`config.mk`:
```
export PLATFORM = sky130hd
export DESIGN_NAME = acc_ctrl
export DESIGN_NICKNAME = d
export VERILOG_FILES = /design/src/rtl/acc_ctrl.sv
export SDC_FILE = /design/constraint.sdc
export NUM_CORES = 1
export LEC_CHECK = 0
export CORE_MARGIN = 1.5
export CORE_UTILIZATION = 52
export DETAILED_ROUTE_END_ITERATION = 8
export PLACE_DENSITY_LB_ADDON = 0.15
export SLEW_MARGIN = 10
export SYNTH_ARGS = -nofsm -noshare
export SYNTH_HDL_FRONTEND = slang
export SYNTH_SLANG_ARGS = --single-unit
```
`constraint.sdc`:
```
create_clock -name clk -period 8.63 [get_ports clk]
set_input_delay 1.726 -clock clk [delete_from_list [all_inputs] [get_ports clk]]
set_output_delay 1.726 -clock clk [all_outputs]
set_load 0.03 [all_outputs]
```
`src/rtl/acc_ctrl.sv`:
```
// acc_ctrl: read-modify-write accumulator over a word RAM with a streaming drain port
module acc_ctrl #(
  parameter bit SAT_EN = 1'b1
) (
  input  logic        clk,
  input  logic        rst_n,
  input  logic        acc_valid_i,
  output logic        acc_ready_o,
  input  logic [10:0] acc_idx_i,
  input  logic [31:0] acc_data_i,
  input  logic        acc_first_i,
  input  logic        drain_start_i,
  input  logic [10:0] drain_base_i,
  input  logic [11:0] drain_len_i,
  output logic        drain_busy_o,
  output logic        drain_done_o,
  output logic        out_valid_o,
  input  logic        out_ready_i,
  output logic [31:0] out_data_o,
  output logic        ram_en_o,
  output logic        ram_we_o,
  output logic [12:0] ram_w_addr_o,
  output logic [12:0] ram_r_addr_o,
  output logic [31:0] ram_wdata_o,
  input  logic [31:0] ram_rdata_i,
  output logic        sat_o
);
  typedef enum logic [2:0] {IDLE, ACC_RD, ACC_WR, DR_RD, DR_OUT, DR_DONE} state_t;
  state_t      state_q, state_d;
  logic        rdy_q;
  logic        ent_q;
  logic [10:0] idx_q, idx_d, ptr_q, ptr_d;
  logic [31:0] data_q, data_d, hold_q;
  logic        first_q, first_d;
  logic [11:0] rem_q, rem_d;
  logic        sat_q, sat_d;
  logic [31:0] sum, wsum;
  logic        ovf, start, acc_hs;
  // rdy_q holds ready low until the first edge after reset release
  assign start       = state_q == IDLE && rdy_q && drain_start_i;
  assign acc_ready_o = state_q == IDLE && rdy_q && !drain_start_i;
  assign acc_hs      = acc_valid_i && acc_ready_o;
  assign sum         = ram_rdata_i + data_q;
  assign ovf         = ram_rdata_i[31] == data_q[31] && sum[31] != data_q[31];
  assign wsum        = (SAT_EN && ovf) ? (data_q[31] ? 32'h8000_0000 : 32'h7FFF_FFFF) : sum;
  // next-state and request/drain bookkeeping
  always_comb begin
    state_d = state_q;
    idx_d   = idx_q;
    data_d  = data_q;
    first_d = first_q;
    ptr_d   = ptr_q;
    rem_d   = rem_q;
    sat_d   = sat_q;
    case (state_q)
      IDLE: begin
        if (start) begin
          ptr_d   = drain_base_i;
          rem_d   = drain_len_i;
          sat_d   = 1'b0;
          state_d = drain_len_i == 12'd0 ? DR_DONE : DR_RD;
        end else if (acc_hs) begin
          idx_d   = acc_idx_i;
          data_d  = acc_data_i;
          first_d = acc_first_i;
          state_d = acc_first_i ? ACC_WR : ACC_RD;
        end
      end
      ACC_RD:  state_d = ACC_WR;
      ACC_WR: begin
        sat_d   = sat_q | (!first_q & ovf);
        state_d = IDLE;
      end
      DR_RD:   state_d = DR_OUT;
      DR_OUT: begin
        if (out_ready_i) begin
          ptr_d   = ptr_q + 11'd1;
          rem_d   = rem_q - 12'd1;
          state_d = rem_q == 12'd1 ? DR_DONE : DR_RD;
        end
      end
      DR_DONE: state_d = IDLE;
      default: state_d = IDLE;
    endcase
  end
  // RAM port and status outputs decoded from the current state
  always_comb begin
    ram_en_o     = state_q inside {ACC_RD, ACC_WR, DR_RD};
    ram_we_o     = state_q == ACC_WR;
    ram_r_addr_o = state_q == ACC_RD ? {idx_q, 2'b00} : state_q == DR_RD ? {ptr_q, 2'b00} : 13'd0;
    ram_w_addr_o = ram_we_o ? {idx_q, 2'b00} : 13'd0;
    ram_wdata_o  = !ram_we_o ? 32'd0 : first_q ? data_q : wsum;
    out_valid_o  = state_q == DR_OUT;
    out_data_o   = ent_q ? ram_rdata_i : hold_q;
    drain_busy_o = state_q inside {DR_RD, DR_OUT};
    drain_done_o = state_q == DR_DONE;
    sat_o        = sat_q;
  end
  // state registers; read data is passed through on DR_OUT entry and held afterwards
  always_ff @(posedge clk or negedge rst_n) begin
    if (!rst_n) begin
      state_q <= IDLE;
      rdy_q   <= 1'b0;
      ent_q   <= 1'b0;
      idx_q   <= '0;
      ptr_q   <= '0;
      data_q  <= '0;
      hold_q  <= '0;
      first_q <= 1'b0;
      rem_q   <= '0;
      sat_q   <= 1'b0;
    end else begin
      state_q <= state_d;
      rdy_q   <= 1'b1;
      ent_q   <= state_q == DR_RD;
      idx_q   <= idx_d;
      ptr_q   <= ptr_d;
      data_q  <= data_d;
      first_q <= first_d;
      rem_q   <= rem_d;
      sat_q   <= sat_d;
      if (ent_q) hold_q <= ram_rdata_i;
    end
  end
endmodule

```
==> metrics.md, run 1 <==
| Metric | Value |
|---|---|
| Pwr Density | 372 mW/mm^2 |
| Post-synth cell types | 71 |
| Count of TritonRoute iterations in the first routing pass | 5 |
| Largest delay share family, worst path | buffers and inverters |
| Number of standard-cell rows in the floorplan | 43 |
| Buffers added on ports | 196 |
| Footprint of the flip-flops and latches | 0.00263 mm^2 |
| Total of hold buffers inserted after clock tree synthesis | 0 |
| Total congestion overflow | 0 |
| Final cycle utilization of the critical path | 0.844 |
| Crit path depth | 12 |
| RSZ-0062 raised after global routing | false |
| Share of synthesized cell area in and, or, nand and nor gates | 0.203 |
| Post-synth ARST share | 1.00 |
| Sink Count | ~110 |
| Fraction of the mapped netlist area in compound gates | 0.170 |
| Max-cap violations | 0 |
| Worst setup path end | ram_wdata_o[29] |
| Synthesized netlist cell count | around 800 |
| Y dimension of the die | roughly 120 um |
| Number of antenna violations at the first check in global routing | 0 |
| Root buf cell | clkbuf_16 |
| Number of enable-type register cells in the synthesized netlist | 0 |
| Run status | complete, no violations |
| Cells taking the most area after synthesis | dfrtp_1 (36%), mux2_2 (12%), ha_1 (5.8%), nor2_1 (3.8%), a21oi_1 (3.7%) |
| Post-place instance area | roughly 0.0094 mm^2 |
| Hold_ws | 0.495 ns |
| Vias | approximately 6600 |
| Area delta synth->final | 31.6% |
| End of the worst register-to-register path | ptr_q[4] |
| Average instance area after synthesis | approximately 9.3 um^2 |
| Startpoint kind of the worst setup timing path | primary input |
| Worst path cell trace | clkdlybuf4s50_1, ha_1, a21o_1, and4_1, nor4_2, o311ai_4, a21oi_4, a21oi_2, o21ai_4, buf_4, a221oi_2, clkdlybuf4s50_1 |
| Setup Total Neg Slack | 0 ns |
| Final hold violation count | 0 |
| Die W | 122 um |
| Final Skew | 0.00855 ns |
| Leakage dissipation | approximately 4 nW |
| HPWL after DPL | about 14000 um |
| Critical path start-end classification | in -> out |
| Synth top area share | 0.357 |
| Slowest cell on the critical path | clkdlybuf4s50_1 |
| Total Wirelength | 19600 um |
| Upper clock frequency limit | 0.137 GHz |
| Worst-Skew Late Latency | 0.36 ns |
| Count of state elements after synthesis | 105 |
| Proportion of layout cells with a drive suffix above 1 | 0.146 |
| Global-route wire length before repair | a little over 30000 um |
| Worst r2r src | state_q[1] |
| Number of inserted filler cells in the final layout | between 1000 and 1500 |
| Biggest fanout along the worst timing path | 15 |
| Die area | 0.0149 mm^2 |
| Setup Buffers After CTS | 0 |
| Count of endpoints failing setup in the final report | 0 |
| Remaining routing DRC violations | 0 |
| Weighted congestion reported at the end of routability-driven placement | 0.917 |
| Count of cells resized by post-cts repair | 0 |
| Post-Synth Adder-Cell Area | 0.0606 |
| Initial Util | 0.532 |
| Parity-gate share of the synthesized area counting xor and xnor cells | 0.0298 |
| Maximum count of clock buffers along a single path | 2 |
| # IOs | roughly 200 |
| Critical path capture point type | output pin |
| Cell area after synthesis | 0.00735 mm^2 |
| Data required time of the worst path | 6.90 ns |
| Clock-pin slew on the worst setup and hold paths | 0.07 ns |
| CTS tree | done |
| Time the worst path needs with I/O delays and setup | roughly 7.3 ns |
| Final instance area | roughly 0.0097 mm^2 |
| Global-route total usage across every layer | 0.264 |
| Top cell type by total area after synthesis | dfrtp_1 |
| Top FF cell, synth | dfrtp_1 |
| Final Max Slew Viols | 0 |
| Sequential cell area fraction in the yosys report | 0.357 |
| Portion of netlist area occupied by mux cells | 0.133 |
| Largest net degree at the start of global routing | 75 |
| Via count of the first global-routing pass | 6139 |
| Worst endpoint data arrival time | 5.56 ns |
| Number of buffers and inverters on the critical path | 3 |
| Average routed wire per standard cell | about 17 um |
| Worst IR drop on VDD | 0.278 mV |
| Area of the core | 0.0138 mm^2 |
| Yosys Warn Count | 0 |
| Worst r2r path cells | 6 |
| Post-detailed-route via-to-cell ratio | around 5.8 |
| Inserted Diodes | 0 |
| Number of buffers added by the clock tree synthesis step | 9 |
| Initial drt markers | 377 |
| Count of nets after finishing | 1099 |
| Total area of multi-input combinational cells | ~0.0044 mm^2 |
| Critical path startpoint | ram_rdata_i[1] |
| Maximum level of the CTS H-tree | 3 |
| Crit-path most repeated cell | clkdlybuf4s50_1 |
| Slew of the pin with the lowest slew margin | 1.02 ns |
| Remaining number of nets flagged by the antenna check after routing | 0 |
| Type of the worst min-delay path | reg -> reg |
| Slew HR | 0.320 |
| Main combinational cell family by area after synthesis | simple AND/OR/NAND/NOR gates |
| Crit-path max cell delay | 0.65 ns |
| Setup slack of the most critical reg-to-reg path | ~5.4 ns |
flip-flops by register name, indices dropped and copies added (netlist names), 3 cells and up:
signal	count
state_q	3
idx_q	11
data_q	32
hold_q	32
rem_q	12
ptr_q	11
metrics by stage:
step            util  setup WS [ns]  std cells  total power [mW]
2_1_floorplan      -           2.57        797              2.50
3_3_place_gp   0.677           1.40       1129              3.13
3_5_place_dp   0.677           1.35       1129              3.16
4_1_cts        0.699           1.33       1145              3.60
5_1_grt        0.700           1.10       1145              3.85
6_report       0.700           1.34       1145              3.60
Yosys cell counts (all sizes together) (2+ instances only):
library cell,number
a2111oi,2
a211oi,8
a21boi,3
a21o,8
a21oi,57
a221oi,14
a22oi,4
a31oi,4
a41oi,2
and2,2
and3,16
and4,2
buf,18
clkbuf,33
conb,2
dfrtp,105
ha,34
inv,23
mux2,77
mux2i,11
nand2,49
nand2b,6
nand3,18
nand3b,4
nand4,4
nand4b,2
nor2,76
nor2b,26
nor3,62
nor4,8
o211ai,6
o21a,4
o21ai,46
o221ai,2
o22ai,4
o311ai,2
o31ai,3
o41ai,2
or2,3
xnor2,17
xor2,8
kinds of logic (layout without fill, tap and decap cells):
| logic type | after synthesis | after routing |
|---|---|---|
| xor gates and xnor gates | 25 | 25 |
| muxes | 88 | 88 |
| buffers and inverters | 75 | 243 |
| other | 2 | 5 |
| adders and majority gates | 35 | 35 |
| DFF | 105 | 105 |
| and+or+nand+nor | 284 | 284 |
| AOI/OAI and AO/OA | 180 | 180 |
worst min-delay path by stage:
stage | startpoint | end | slack, ns | cells after the start
after global routing | hold_q[12] | hold_q[12] | 0.51 | 1
final | hold_q[25] | hold_q[25] | 0.50 | 1
after CTS | sat_o | sat_o | 0.50 | 2
after global placement | sat_o | sat_o | 0.47 | 2
after detailed placement | sat_o | sat_o | 0.47 | 2
after floorplan | rem_q[8] | rem_q[8] | 0.46 | 2
layout make-up:
class                           count  share of cell area
Timing Repair Buffer              203               0.208
Sequential cell                   105               0.272
Tap cell                          180              0.0233
Multi-Input combinational cell    617               0.457
Inverter                           24             0.00931
Clock buffer                       10              0.0237
Clock inverter                      6             0.00750
cell usage in the layout (no fill, tap or decap), types with 5 or more instances in the layout:
master	count
o211ai_1	6
nand3_1	18
buf_4	8
nor3_1	46
xor2_1	8
and3_1	16
nand2b_1	6
clkdlybuf4s50_1	195
ha_1	34
inv_1	23
a211oi_1	8
nor3_2	16
clkbuf_16	9
a21o_1	8
conb_1	5
xnor2_1	17
mux2i_1	11
nor2_1	75
dfrtp_1	104
nand2_1	48
a221oi_2	10
mux2_2	77
nor4_1	6
nor2b_1	26
o21ai_0	44
a21oi_1	54
report_power, final:
part / switching, mW / internal, mW / total (mW) / leakage [nW]
combinational: 1.29 / 0.967 / 2.26 / 2.56
clock: 0.198 / 0.229 / 0.427 / 0.144
sequential: 0.186 / 0.725 / 0.912 / 1.27
total: 1.68 / 1.92 / 3.60 / 3.97
per-layer routing:
layer / up-vias / track usage / wire, um
met4: 0 / 0.0669 / 257
met5: - / 0 / 0
met3: 16 / 0.0412 / 969
met1: 3158 / 0.359 / 8800
li1: 3205 / - / -
met2: 216 / 0.442 / 9590
(Power assumes the default switching activity.)
==> inputs of run 2 (changes only) <==
Settings changed: CORE_UTILIZATION 52 to 50.
Clock period 8.63 ns to 6.9 ns, I/O delays scaled along.
==> metrics.md, run 2 (synthesis gave the netlist of run 1 again) <==
| Metric | Value |
|---|---|
| Y dimension of the die | about 120 um |
| Die W | 124 um |
| Via count of the first global-routing pass | 6470 |
| Total of hold buffers inserted after clock tree synthesis | 0 |
| # IOs | 201 |
| Data required time of the worst path | ~5.5 ns |
| Final Skew | 0.00736 ns |
| Top flop regs | data_q x32, hold_q x32, rem_q x12 |
| Post-route total power | 4.49 mW |
| Die area | 0.0154 mm^2 |
| Weighted congestion reported at the end of routability-driven placement | about 0.93 |
| Vias | 6613 |
| Initial drt markers | 382 |
| Clock-pin slew on the worst setup and hold paths | 0.07 ns |
| Worst endpoint data arrival time | 4.96 ns |
| Biggest fanout along the worst timing path | 22 |
| Worst IR drop on VDD | 0.234 mV |
| Count of cells resized by post-cts repair | 0 |
| Post-detailed-route via-to-cell ratio | 5.76 |
| Combinational group share of total power | 0.626 |
| Remaining number of nets flagged by the antenna check after routing | 0 |
| Worst-Skew Late Latency | 0.35 ns |
| CTS tree | done |
| Number of cells on the worst hold path | 2 |
| Remaining routing DRC violations | 0 |
| Total congestion overflow | 0 |
| Max-cap violations | 0 |
| Setup slack of the most critical reg-to-reg path | approximately 3 ns |
| Startpoint kind of the worst setup timing path | primary input |
| Global-route wire length before repair | ~33000 um |
| Pwr Density | 464 mW/mm^2 |
| Count of nets after finishing | 1099 |
| Internal power component | 2.40 mW |
| Worst min-delay path endpoint | sat_o |
| Slew HR | 0.206 |
| Buffers added on ports | 196 |
| Run status | complete, no violations |
| Sink Count | 105 |
| Number of standard-cell rows in the floorplan | 44 |
| Upper clock frequency limit | 0.158 GHz |
| Clk network pwr share | 0.117 |
| Average routed wire per standard cell | 17.1 um |
| Root buf cell | clkbuf_16 |
| Critical path capture point type | output pin |
| Net switching power of the design | around 2.1 mW |
| Initial Util | 0.510 |
| Area delta synth->final | 31.5% |
| Global-route total usage across every layer | 0.260 |
| Count of endpoints failing setup in the final report | 0 |
| Final hold violation count | 0 |
| Maximum level of the CTS H-tree | 3 |
| Proportion of power drawn by flip-flops and latches | 0.258 |
| Proportion of layout cells with a drive suffix above 1 | 0.159 |
| Count of TritonRoute iterations in the first routing pass | 5 |
| Time the worst path needs with I/O delays and setup | 6.34 ns |
| Final WS setup | 0.561 ns |
| Inserted Diodes | 0 |
| Worst r2r src | state_q[1] |
| Final Max Slew Viols | 0 |
| Final cycle utilization of the critical path | 0.919 |
| Most common library cell in the layout ignoring fill and taps | clkdlybuf4s50_1 |
| Area of the core | 0.0144 mm^2 |
| Number of antenna violations at the first check in global routing | 0 |
| Largest net degree at the start of global routing | 62 |
| Maximum count of clock buffers along a single path | 2 |
| End of the worst register-to-register path | rem_q[0] |
| Most frequent cells in the layout | clkdlybuf4s50_1 (183), dfrtp_1 (104), mux2_2 (77) |
| Number of buffers added by the clock tree synthesis step | 9 |
| Slew of the pin with the lowest slew margin | between 1 and 1.5 ns |
| Worst r2r path cells | 8 |
| Switching power as a share of total power | 0.464 |
| Critical path start-end classification | in -> out |
| Setup Buffers After CTS | 0 |
| HPWL after DPL | 14500 um |
| Total Wirelength | 19700 um |
| Placement-stage worst setup slack | 0.583 ns |
| Type of the worst min-delay path | reg -> reg |
| RSZ-0062 raised after global routing | false |
| Leakage dissipation | between 4 and 5 nW |
| Critical path startpoint | ram_rdata_i[9] |
| Startpoint of the most critical hold path | sat_o |
| Setup Total Neg Slack | 0 ns |
## run 2: layer usage
layer  vias to the layer above  share of wire  track usage
li1                       3214              -            -
met1                      3188           0.45        0.350
met2                       187           0.49        0.430
met3                        24          0.046       0.0468
met4                         0          0.017       0.0757
met5                         -              0            0
## run 2: how the worst max path moves through the flow
stage | endpoint | cells after the start | slack [ns]
floorplan | ram_wdata_o[8] | 10 | 1.53
global placement | ram_wdata_o[4] | 11 | 0.67
detailed placement | ram_wdata_o[4] | 11 | 0.58
CTS | ram_wdata_o[4] | 11 | 0.56
global route | ram_wdata_o[3] | 11 | 0.36
finish | ram_wdata_o[4] | 11 | 0.56
## run 2: power groups by stage
stage               sequential, mW  combinational (mW)  clock, mW
global route                  1.21                3.06      0.563
floorplan                     1.06                2.06          0
CTS                           1.16                2.81      0.537
global placement              1.15                2.77          0
detailed placement            1.17                2.79          0
finish                        1.16                2.81      0.524
## run 2: final cells by class
class                   count  area [um^2]
repair buffers            203         2020
clock inverters             6         66.3
multi-input cells         617         4410
well taps                 184          230
flip-flops and latches    105         2630
clock buffers              10          229
inverters                  24         90.1
fillers                  1217         4750
## run 2: through the flow
step | util | instances | cell area (um^2) | hold slack, ns
3_3_place_gp | 0.650 | 1133 | 9380 | 0.471
3_5_place_dp | 0.650 | 1133 | 9380 | 0.476
4_1_cts | 0.671 | 1149 | 9670 | 0.501
5_1_grt | 0.671 | 1149 | 9670 | 0.516
6_report | 0.671 | 1149 | 9670 | 0.488
2_1_floorplan | - | 797 | 7370 | 0.460
## run 2: worst max-delay path, stage by stage
cell and delay, ns:
clkdlybuf4s50_1 0.45, ha_1 0.43, nand4_1 0.18, or2_1 0.30, o311ai_4 0.47, a21oi_4 0.14
a2111oi_4 0.31, buf_4 0.35, nor3_1 0.11, nor3_2 0.14, clkdlybuf4s50_1 0.70
==> inputs of run 3 (changes only) <==
Settings changed: SLEW_MARGIN 10 to default.
==> results of run 3 <==
Same layout as run 2: the final DEF is identical, and so are final timing and power.
